$ cat src/rtl/decode_pkg.sv
// Shared constants and the ID/EX bundle for the
// 20-bit decode/operand-read stage.
package decode_pkg;

    localparam int DATA_W = 20;
    localparam int REG_AW = 4;
    localparam int SB_W   = 2;
    localparam int INSN_W = 20;
    localparam int NREG   = 1 << REG_AW;

    localparam logic [SB_W-1:0] SB_MAX = {SB_W{1'b1}};

    localparam int OPC_LO = 16;
    localparam int RD_LO  = 12;
    localparam int RS1_LO = 8;
    localparam int RS2_LO = 4;

    localparam logic [3:0] OP_NOP = 4'b0000;
    localparam logic [3:0] OP_ADD = 4'b0001;
    localparam logic [3:0] OP_OR  = 4'b0010;
    localparam logic [3:0] OP_AND = 4'b0011;
    localparam logic [3:0] OP_NOT = 4'b0100;

    localparam logic [1:0] ALU_ADD = 2'b00;
    localparam logic [1:0] ALU_OR  = 2'b01;
    localparam logic [1:0] ALU_AND = 2'b10;
    localparam logic [1:0] ALU_NOT = 2'b11;

    typedef struct packed {
        logic              valid;
        logic [1:0]        control;
        logic [DATA_W-1:0] opa;
        logic [DATA_W-1:0] opb;
        logic [REG_AW-1:0] rd;
        logic              we;
        logic [INSN_W-1:0] insn;
        logic              illegal;
    } id_ex_t;

endpackage

$ cat src/rtl/instruction_decode_if.sv
// Fetch-to-decode valid/ready handshake.
interface instruction_decode_if
    import decode_pkg::*;
();
    logic              if_valid;
    logic [INSN_W-1:0] instruction;
    logic              if_ready;

    modport master (
        output if_valid,
        output instruction,
        input  if_ready
    );

    modport slave (
        input  if_valid,
        input  instruction,
        output if_ready
    );
endinterface

$ cat src/rtl/instruction_decode_register_file.sv
// 2R1W register file, r0 hardwired to zero,
// same-cycle writeback forwarded to the read ports.
module register_file
    import decode_pkg::*;
(
    input  logic              clock,
    input  logic              reset,
    input  logic [REG_AW-1:0] ra1,
    input  logic [REG_AW-1:0] ra2,
    output logic [DATA_W-1:0] rd1,
    output logic [DATA_W-1:0] rd2,
    input  logic              we,
    input  logic [REG_AW-1:0] wa,
    input  logic [DATA_W-1:0] wd
);

    logic [DATA_W-1:0] mem [NREG];

    always_ff @(posedge clock or negedge reset) begin
        if (!reset) begin
            for (int r = 0; r < NREG; r++) begin
                mem[r] <= '0;
            end
        end else if (we && wa != '0) begin
            mem[wa] <= wd;
        end
    end

    always_comb begin
        rd1 = mem[ra1];
        if (ra1 == '0) begin
            rd1 = '0;
        end else if (we && wa == ra1) begin
            rd1 = wd;
        end
    end

    always_comb begin
        rd2 = mem[ra2];
        if (ra2 == '0) begin
            rd2 = '0;
        end else if (we && wa == ra2) begin
            rd2 = wd;
        end
    end

endmodule

$ cat src/rtl/instruction_decode.sv
// Decode stage: field decode, scoreboard RAW/full
// stalls, register read and the ID/EX register.
module instruction_decode
    import decode_pkg::*;
(
    input  logic                 clock,
    input  logic                 reset,
    instruction_decode_if.slave  fe,
    input  logic                 wb_we,
    input  logic [REG_AW-1:0]    wb_rd,
    input  logic [DATA_W-1:0]    wb_data,
    output logic                 ex_valid,
    output logic [1:0]           control,
    output logic [DATA_W-1:0]    opA,
    output logic [DATA_W-1:0]    opB,
    output logic [REG_AW-1:0]    ex_rd,
    output logic                 ex_we,
    output logic [INSN_W-1:0]    instructionPropagation,
    output logic                 illegal
);

    logic [3:0]        opc;
    logic [REG_AW-1:0] rd;
    logic [REG_AW-1:0] rs1;
    logic [REG_AW-1:0] rs2;

    assign opc = fe.instruction[OPC_LO +: 4];
    assign rd  = fe.instruction[RD_LO  +: REG_AW];
    assign rs1 = fe.instruction[RS1_LO +: REG_AW];
    assign rs2 = fe.instruction[RS2_LO +: REG_AW];

    logic       dec_we;
    logic [1:0] dec_ctl;
    logic       use1;
    logic       use2;
    logic       dec_ill;

    always_comb begin
        dec_we  = 1'b0;
        dec_ctl = ALU_ADD;
        use1    = 1'b0;
        use2    = 1'b0;
        dec_ill = 1'b0;
        unique case (1'b1)
            (opc == OP_NOP): begin
            end
            (opc == OP_ADD): begin
                dec_we = 1'b1;
                use1   = 1'b1;
                use2   = 1'b1;
            end
            (opc == OP_OR): begin
                dec_we  = 1'b1;
                dec_ctl = ALU_OR;
                use1    = 1'b1;
                use2    = 1'b1;
            end
            (opc == OP_AND): begin
                dec_we  = 1'b1;
                dec_ctl = ALU_AND;
                use1    = 1'b1;
                use2    = 1'b1;
            end
            (opc == OP_NOT): begin
                dec_we  = 1'b1;
                dec_ctl = ALU_NOT;
                use1    = 1'b1;
            end
            default: begin
                dec_ill = 1'b1;
            end
        endcase
    end

    logic [DATA_W-1:0] rdata1;
    logic [DATA_W-1:0] rdata2;

    register_file u_rf (
        .clock (clock),
        .reset (reset),
        .ra1   (rs1),
        .ra2   (rs2),
        .rd1   (rdata1),
        .rd2   (rdata2),
        .we    (wb_we),
        .wa    (wb_rd),
        .wd    (wb_data)
    );

    logic [SB_W-1:0] cnt     [NREG];
    logic [SB_W-1:0] eff     [NREG];
    logic [SB_W-1:0] cnt_nxt [NREG];
    logic            dec_hit [NREG];

    // A counter already at 0 never wraps under a stray writeback.
    always_comb begin
        for (int r = 0; r < NREG; r++) begin
            dec_hit[r] = wb_we && (wb_rd == REG_AW'(r)) && (r != 0);
            eff[r]     = cnt[r];
            if (dec_hit[r] && cnt[r] != '0) begin
                eff[r] = cnt[r] - 1'b1;
            end
        end
    end

    logic haz1;
    logic haz2;
    logic full;
    logic issue;

    assign haz1  = use1 && rs1 != '0 && eff[rs1] != '0;
    assign haz2  = use2 && rs2 != '0 && eff[rs2] != '0;
    assign full  = dec_we && rd != '0 && eff[rd] == SB_MAX;
    assign fe.if_ready = !(haz1 || haz2 || full);
    assign issue = fe.if_valid && fe.if_ready;

    always_comb begin
        for (int r = 0; r < NREG; r++) begin
            cnt_nxt[r] = cnt[r];
            if (issue && dec_we && rd != '0 && rd == REG_AW'(r)) begin
                if (!dec_hit[r]) begin
                    cnt_nxt[r] = cnt[r] + 1'b1;
                end
            end else begin
                cnt_nxt[r] = eff[r];
            end
        end
    end

    id_ex_t nxt;
    id_ex_t idex;

    always_comb begin
        nxt         = '0;
        nxt.valid   = 1'b1;
        nxt.control = dec_ctl;
        nxt.opa     = rdata1;
        nxt.opb     = rdata2;
        nxt.rd      = rd;
        nxt.we      = dec_we;
        nxt.insn    = fe.instruction;
        nxt.illegal = dec_ill;
    end

    always_ff @(posedge clock or negedge reset) begin
        if (!reset) begin
            idex <= '0;
            for (int r = 0; r < NREG; r++) begin
                cnt[r] <= '0;
            end
        end else begin
            idex <= issue ? nxt : '0;
            for (int r = 0; r < NREG; r++) begin
                cnt[r] <= cnt_nxt[r];
            end
        end
    end

    assign ex_valid               = idex.valid;
    assign control                = idex.control;
    assign opA                    = idex.opa;
    assign opB                    = idex.opb;
    assign ex_rd                  = idex.rd;
    assign ex_we                  = idex.we;
    assign instructionPropagation = idex.insn;
    assign illegal                = idex.illegal;

endmodule

$ cat src/flat_wrapper.sv
// flat-port wrapper written by rule: the top's interface ports become plain ports
module instruction_decode_flat import decode_pkg::*;
  (clock, reset, wb_we, wb_rd, wb_data, ex_valid, control, opA, opB, ex_rd, ex_we, instructionPropagation, illegal, fe_if_valid, fe_instruction, fe_if_ready);
  instruction_decode_if fe_i ();
  input  logic clock;
  input  logic reset;
  input  logic wb_we;
  input  logic [REG_AW-1:0] wb_rd;
  input  logic [DATA_W-1:0] wb_data;
  output logic ex_valid;
  output logic [1:0] control;
  output logic [DATA_W-1:0] opA;
  output logic [DATA_W-1:0] opB;
  output logic [REG_AW-1:0] ex_rd;
  output logic ex_we;
  output logic [INSN_W-1:0] instructionPropagation;
  output logic illegal;
  input wire logic [$bits(fe_i.if_valid)-1:0] fe_if_valid;
  input wire logic [$bits(fe_i.instruction)-1:0] fe_instruction;
  output wire logic [$bits(fe_i.if_ready)-1:0] fe_if_ready;
  assign fe_i.if_valid = fe_if_valid;
  assign fe_i.instruction = fe_instruction;
  assign fe_if_ready = fe_i.if_ready;
  instruction_decode u_core (.clock(clock), .reset(reset), .fe(fe_i), .wb_we(wb_we), .wb_rd(wb_rd), .wb_data(wb_data), .ex_valid(ex_valid), .control(control), .opA(opA), .opB(opB), .ex_rd(ex_rd), .ex_we(ex_we), .instructionPropagation(instructionPropagation), .illegal(illegal));
endmodule
$ cat config.mk
export PLATFORM = sky130hd
export DESIGN_NAME = instruction_decode_flat
export DESIGN_NICKNAME = d
export VERILOG_FILES = /design/src/rtl/decode_pkg.sv /design/src/rtl/instruction_decode_if.sv /design/src/rtl/instruction_decode_register_file.sv /design/src/rtl/instruction_decode.sv /design/src/flat_wrapper.sv
export SDC_FILE = /design/constraint.sdc
export NUM_CORES = 1
export LEC_CHECK = 0
export ABC_AREA = 0
export CAP_MARGIN = 20
export CORE_ASPECT_RATIO = 1.2
export CORE_UTILIZATION = 52
export DETAILED_ROUTE_END_ITERATION = 8
export GPL_ROUTABILITY_DRIVEN = 1
export PLACE_DENSITY = 0.71
export SYNTH_ARGS = -nofsm -noshare
export SYNTH_HDL_FRONTEND = slang
export SYNTH_SLANG_ARGS = --single-unit
$ cat constraint.sdc
create_clock -name clock -period 6 [get_ports clock]
set_input_delay 0.9 -clock clock [delete_from_list [all_inputs] [get_ports clock]]
set_output_delay 0.9 -clock clock [all_outputs]
set_load 0.03 [all_outputs]
==> results.md <==
- The number of global-route vias before repair is between 15000 and 20000.
- The remaining design rule violation count is 10.
- Across the VDD grid, the largest voltage drop is 0.000222 V.
- Synthesis inferred 417 register bits.
- The synthesized net count is about 1800.
- Counting along the longest clock path gives a buffer depth of 3.
- The congestion estimate from routability-driven global placement came to ~0.94.
- The number of failing hold endpoints at the final stage came to 0.
- The cell taking the most area after synthesis is sky130_fd_sc_hd__dfrtp_1.
- The number of vias per cell is 6.57.
- In the final layout, the share of cells above drive strength 1 is about 33%.
- Fill cells in the final layout number ~3300.
- The final net count is 1851.
- Once detail routing completed, the nets flagged for antenna violations numbered 0.
- The transition at the pin with the smallest max-transition slack is around 1.1 ns.
- The first detailed-routing pass took 8 iterations.
- The total core area is about 0.043 mm².
- The row count is a little over 80.
- The worst clock skew is ~0.016 ns.
- The primary flip-flop cell chosen by synthesis mapping is sky130_fd_sc_hd__dfrtp_1.
- For this design the ratio of total power to cell area is 354 mW/mm².
- The mapped cell area is around 0.023 mm².
- For this run, the number of Yosys warnings is 0.
- The routed wire length is around 63000 µm.
- The initial core utilization is a little over half.
- In the final timing run, aggregate negative setup slack is 0 ns.
- The worst setup path is launched from an input port.
- Sequential elements use a little under half of the synthesized area.
- Setup repair after global routing left no endpoint under its margin.
- The number of buffers inserted for hold repair after clock tree synthesis is 0.
- The maximum number of pins on one net before global-route repair is 139.
- The count of buffers added by post-CTS timing repair for setup is 0.
- The tightest min-delay check is of the in2async type.
- The count of buffers inserted at the top-level ports is roughly 120.
- The run finished, with violations left.
- The number of antenna diodes in the final layout is 0.
- At the worst endpoint, the required time is around 5.1 ns.
- The pre-CTS setup slack is about 0.60 ns.
- For the worst-skew pair, the clock arrives at the later sink with an insertion delay of about 0.58 ns.
- The fmax is between 150 and 200 MHz.
- The average instance in the mapped netlist occupies 12.9 µm².
- The static leakage is between 10 and 15 nW.
- The cell sitting at the root of the clock tree is a sky130_fd_sc_hd__clkbuf_16.
- Once placement finished, the instance area stood at roughly 0.024 mm².
- The I/O pin count is between 100 and 150.
- The TritonCTS clock tree is yes.
- The number of enable flip-flop cells after synthesis is 0.
- Clock tree synthesis inserted a total of between 40 and 50 buffers.
- In this run the worst path has a maximum fanout of 16.
- The number of maximum-capacitance constraint violations is 0.
- The detailed router's first-iteration violation count is 1323.
- STA puts the critical path data arrival time at 4.38 ns.
- Summing over every cut layer, the via total after detailed routing is between 15000 and 20000.
- The worst slew margin relative to its limit is between 20% and 30%.
- After synthesis, the largest area contributor takes up a little under half of total cell area.
- The total overflow left after global routing is 0.
- Setup violations remaining at the end of the flow were counted as 0.
- The maximum level of the CTS H-tree is 2.
- The number of cells on the worst reg-to-reg path is 13.
- Of all flip-flops after synthesis, the portion carrying an async set or reset was 100%.
- The total die area is ~0.045 mm².
- The HPWL after detailed placement is 37000 µm.
- The initial antenna violation count was 3.
- Synthesis handed over a netlist of around 1800 instances.
- The die is 193 µm wide.
- The worst path uses between 80% and 90% of the clock period.
- Overall power consumption after layout is estimated at 9.10 mW.
- The final reports fail on DRC.
- Measured along the y axis, the die boundary spans roughly 230 µm.
- The worst path in the final design needs a cycle of 5.28 ns, including I/O delays and setup.
- The post-synthesis cell type count is 72.
- The number of clock sinks is 417.
- The final count of pins violating max slew is 0.
- The clock transition at the register clock pins on the worst setup and hold paths after CTS is around 0.060 ns.
- STA classifies the critical path endpoint as a primary output.
- In the global route stage, overall resource usage came out at roughly 30%.
- The worst-case setup margin in the final layout is 0.716 ns.
- In the post-synthesis netlist, the biggest area contributors are sky130_fd_sc_hd__dfrtp_1 46%, sky130_fd_sc_hd__mux4_2 20%, sky130_fd_sc_hd__mux2_2 12%, sky130_fd_sc_hd__nand2_1 3.5%, sky130_fd_sc_hd__mux2i_1 2.6%.
- The wire length per cell is between 20 and 30 µm.
- The global-route wire length before repair is just under 100000 µm.
- The critical path is of the in2out type.
- With fillers left out, the area of the finished cells amounts to ~0.026 mm².
- In this run, post-CTS repair resized a total of 0 instances.
- The area growth from synthesis to layout is 13.0%.
cell usage after synthesis, types with 4 or more instances:
cell / count
sky130_fd_sc_hd__dfrtp_1: 417
sky130_fd_sc_hd__mux2_2: 241
sky130_fd_sc_hd__nand2_1: 215
sky130_fd_sc_hd__mux4_2: 201
sky130_fd_sc_hd__clkbuf_1: 136
sky130_fd_sc_hd__nor2_1: 81
sky130_fd_sc_hd__mux2i_1: 59
sky130_fd_sc_hd__inv_1: 46
sky130_fd_sc_hd__and2_1: 24
sky130_fd_sc_hd__buf_1: 24
sky130_fd_sc_hd__xnor2_1: 19
sky130_fd_sc_hd__nor3_1: 17
sky130_fd_sc_hd__ha_1: 15
sky130_fd_sc_hd__a41oi_1: 14
sky130_fd_sc_hd__nor4_1: 14
sky130_fd_sc_hd__o21ai_0: 14
sky130_fd_sc_hd__nand4_1: 13
sky130_fd_sc_hd__or3_1: 13
sky130_fd_sc_hd__nand3_1: 12
sky130_fd_sc_hd__nor2b_1: 10
sky130_fd_sc_hd__a41o_1: 9
sky130_fd_sc_hd__o311a_1: 8
sky130_fd_sc_hd__o311ai_0: 8
sky130_fd_sc_hd__a21oi_1: 7
sky130_fd_sc_hd__buf_2: 7
sky130_fd_sc_hd__nand2b_1: 7
sky130_fd_sc_hd__o211ai_1: 7
sky130_fd_sc_hd__o31ai_1: 7
sky130_fd_sc_hd__a211oi_1: 6
sky130_fd_sc_hd__a31oi_1: 6
sky130_fd_sc_hd__o21a_1: 6
sky130_fd_sc_hd__a221oi_1: 5
sky130_fd_sc_hd__and3_1: 5
sky130_fd_sc_hd__buf_4: 5
sky130_fd_sc_hd__nor3b_1: 5
sky130_fd_sc_hd__o221ai_1: 5
sky130_fd_sc_hd__or2_2: 5
sky130_fd_sc_hd__a21o_1: 4
sky130_fd_sc_hd__a311oi_1: 4
sky130_fd_sc_hd__a31o_2: 4
sky130_fd_sc_hd__and4_1: 4
sky130_fd_sc_hd__o22ai_1: 4
routing by layer:
metal	vias to the layer above	wire length, µm	global-route usage (%)
met5	-	24	0
met4	4	3120	14.2
met3	192	4210	4.62
met2	668	30300	46.6
met1	8112	25400	40.5
li1	6611	-	-
registers in the layout (all words and copies together), names as in the netlist:
| signal | count |
|---|---|
| u_core.ex_rd | 3 |
| u_core.u_rf.mem | 320 |
| u_core.control | 2 |
| u_core.opA | 20 |
| u_core.cnt | 32 |
| u_core.instructionPropagation | 17 |
| u_core.ex_we | 1 |
| u_core.opB | 20 |
| u_core.ex_valid | 1 |
| u_core.illegal | 1 |
critical path, stage by stage:
cell and delay (ns):
sky130_fd_sc_hd__clkdlybuf4s50_1 0.85, sky130_fd_sc_hd__nand2b_1 0.46, sky130_fd_sc_hd__or3_1 0.53, sky130_fd_sc_hd__mux2i_1 0.17
sky130_fd_sc_hd__a2111oi_0 0.52, sky130_fd_sc_hd__a211oi_2 0.10, sky130_fd_sc_hd__a311oi_1 0.29, sky130_fd_sc_hd__nand2b_1 0.14
sky130_fd_sc_hd__buf_4 0.19, sky130_fd_sc_hd__nor2_1 0.06, sky130_fd_sc_hd__buf_4 0.17
cells in the final DEF, fill, tap and decap left out, types with 12 or more instances in the layout:
master and instances:
sky130_fd_sc_hd__dfrtp_1 417, sky130_fd_sc_hd__o21ai_0 14, sky130_fd_sc_hd__nand2_1 215, sky130_fd_sc_hd__nand3_1 12
sky130_fd_sc_hd__mux4_2 201, sky130_fd_sc_hd__clkbuf_16 45, sky130_fd_sc_hd__nor4_1 14, sky130_fd_sc_hd__ha_1 15
sky130_fd_sc_hd__buf_4 41, sky130_fd_sc_hd__xnor2_1 19, sky130_fd_sc_hd__nand4_1 13, sky130_fd_sc_hd__or3_1 13
sky130_fd_sc_hd__and2_1 24, sky130_fd_sc_hd__inv_1 46, sky130_fd_sc_hd__a41oi_1 14, sky130_fd_sc_hd__clkdlybuf4s50_1 108
sky130_fd_sc_hd__mux2_2 241, sky130_fd_sc_hd__nor2_1 66, sky130_fd_sc_hd__nor3_1 15, sky130_fd_sc_hd__mux2i_1 59
worst paths after layout:
| path | start | slack [ns] | to |
|---|---|---|---|
| max reg2reg | u_core.cnt[14]$_DFFE_PN0P_ | 1.84 | u_core.cnt[19]$_DFFE_PN0P_ |
| min in group clock | u_core.u_rf.mem[302]$_DFFE_PN0P_ | 0.39 | u_core.u_rf.mem[302]$_DFFE_PN0P_ |
| max in group asynchronous | reset | 4.39 | u_core.u_rf.mem[63]$_DFFE_PN0P_ |
| min | reset | 0.37 | u_core.u_rf.mem[313]$_DFFE_PN0P_ |
| min reg2reg | u_core.u_rf.mem[302]$_DFFE_PN0P_ | 0.39 | u_core.u_rf.mem[302]$_DFFE_PN0P_ |
| max | wb_rd[0] | 0.72 | fe_if_ready |
area by class of cell:
class,count,area [µm²],share of cell area [%]
Clock buffer,61,1260,4.89
Clock inverter,17,131,0.511
Inverter,46,173,0.672
Multi-Input combinational cell,1120,11500,44.7
Sequential cell,417,10400,40.6
Tap cell,552,691,2.69
Timing Repair Buffer,159,1530,5.95
kinds of logic after synthesis:
| kind of cell | Yosys count | synth area share, % |
|---|---|---|
| AOI/OAI and AO/OA | 142 | 5.02 |
| xor gates and xnor gates | 21 | 0.809 |
| buffers and inverters | 223 | 4.00 |
| adders and majority gates | 15 | 0.825 |
| and+or+nand+nor | 440 | 8.94 |
| muxes | 502 | 34.5 |
| DFF | 417 | 45.9 |
metrics by stage:
| stage | utilization [%] | std cells | hold slack [ns] |
|---|---|---|---|
| after detailed placement | 56.5 | 2293 | 0.383 |
| after CTS | 59.7 | 2371 | 0.397 |
| after floorplan | - | 1760 | 0.441 |
| after global placement | 56.4 | 2292 | 0.376 |
| after global routing | 59.8 | 2372 | 0.406 |
| final | 59.8 | 2372 | 0.368 |
where the power goes:
part | internal (mW) | switching (mW)
Clock | 1.51 | 1.15
Sequential | 3.41 | 0.446
Combinational | 1.36 | 1.22
Total | 6.28 | 2.82
Power figures use the tool's default switching activity.
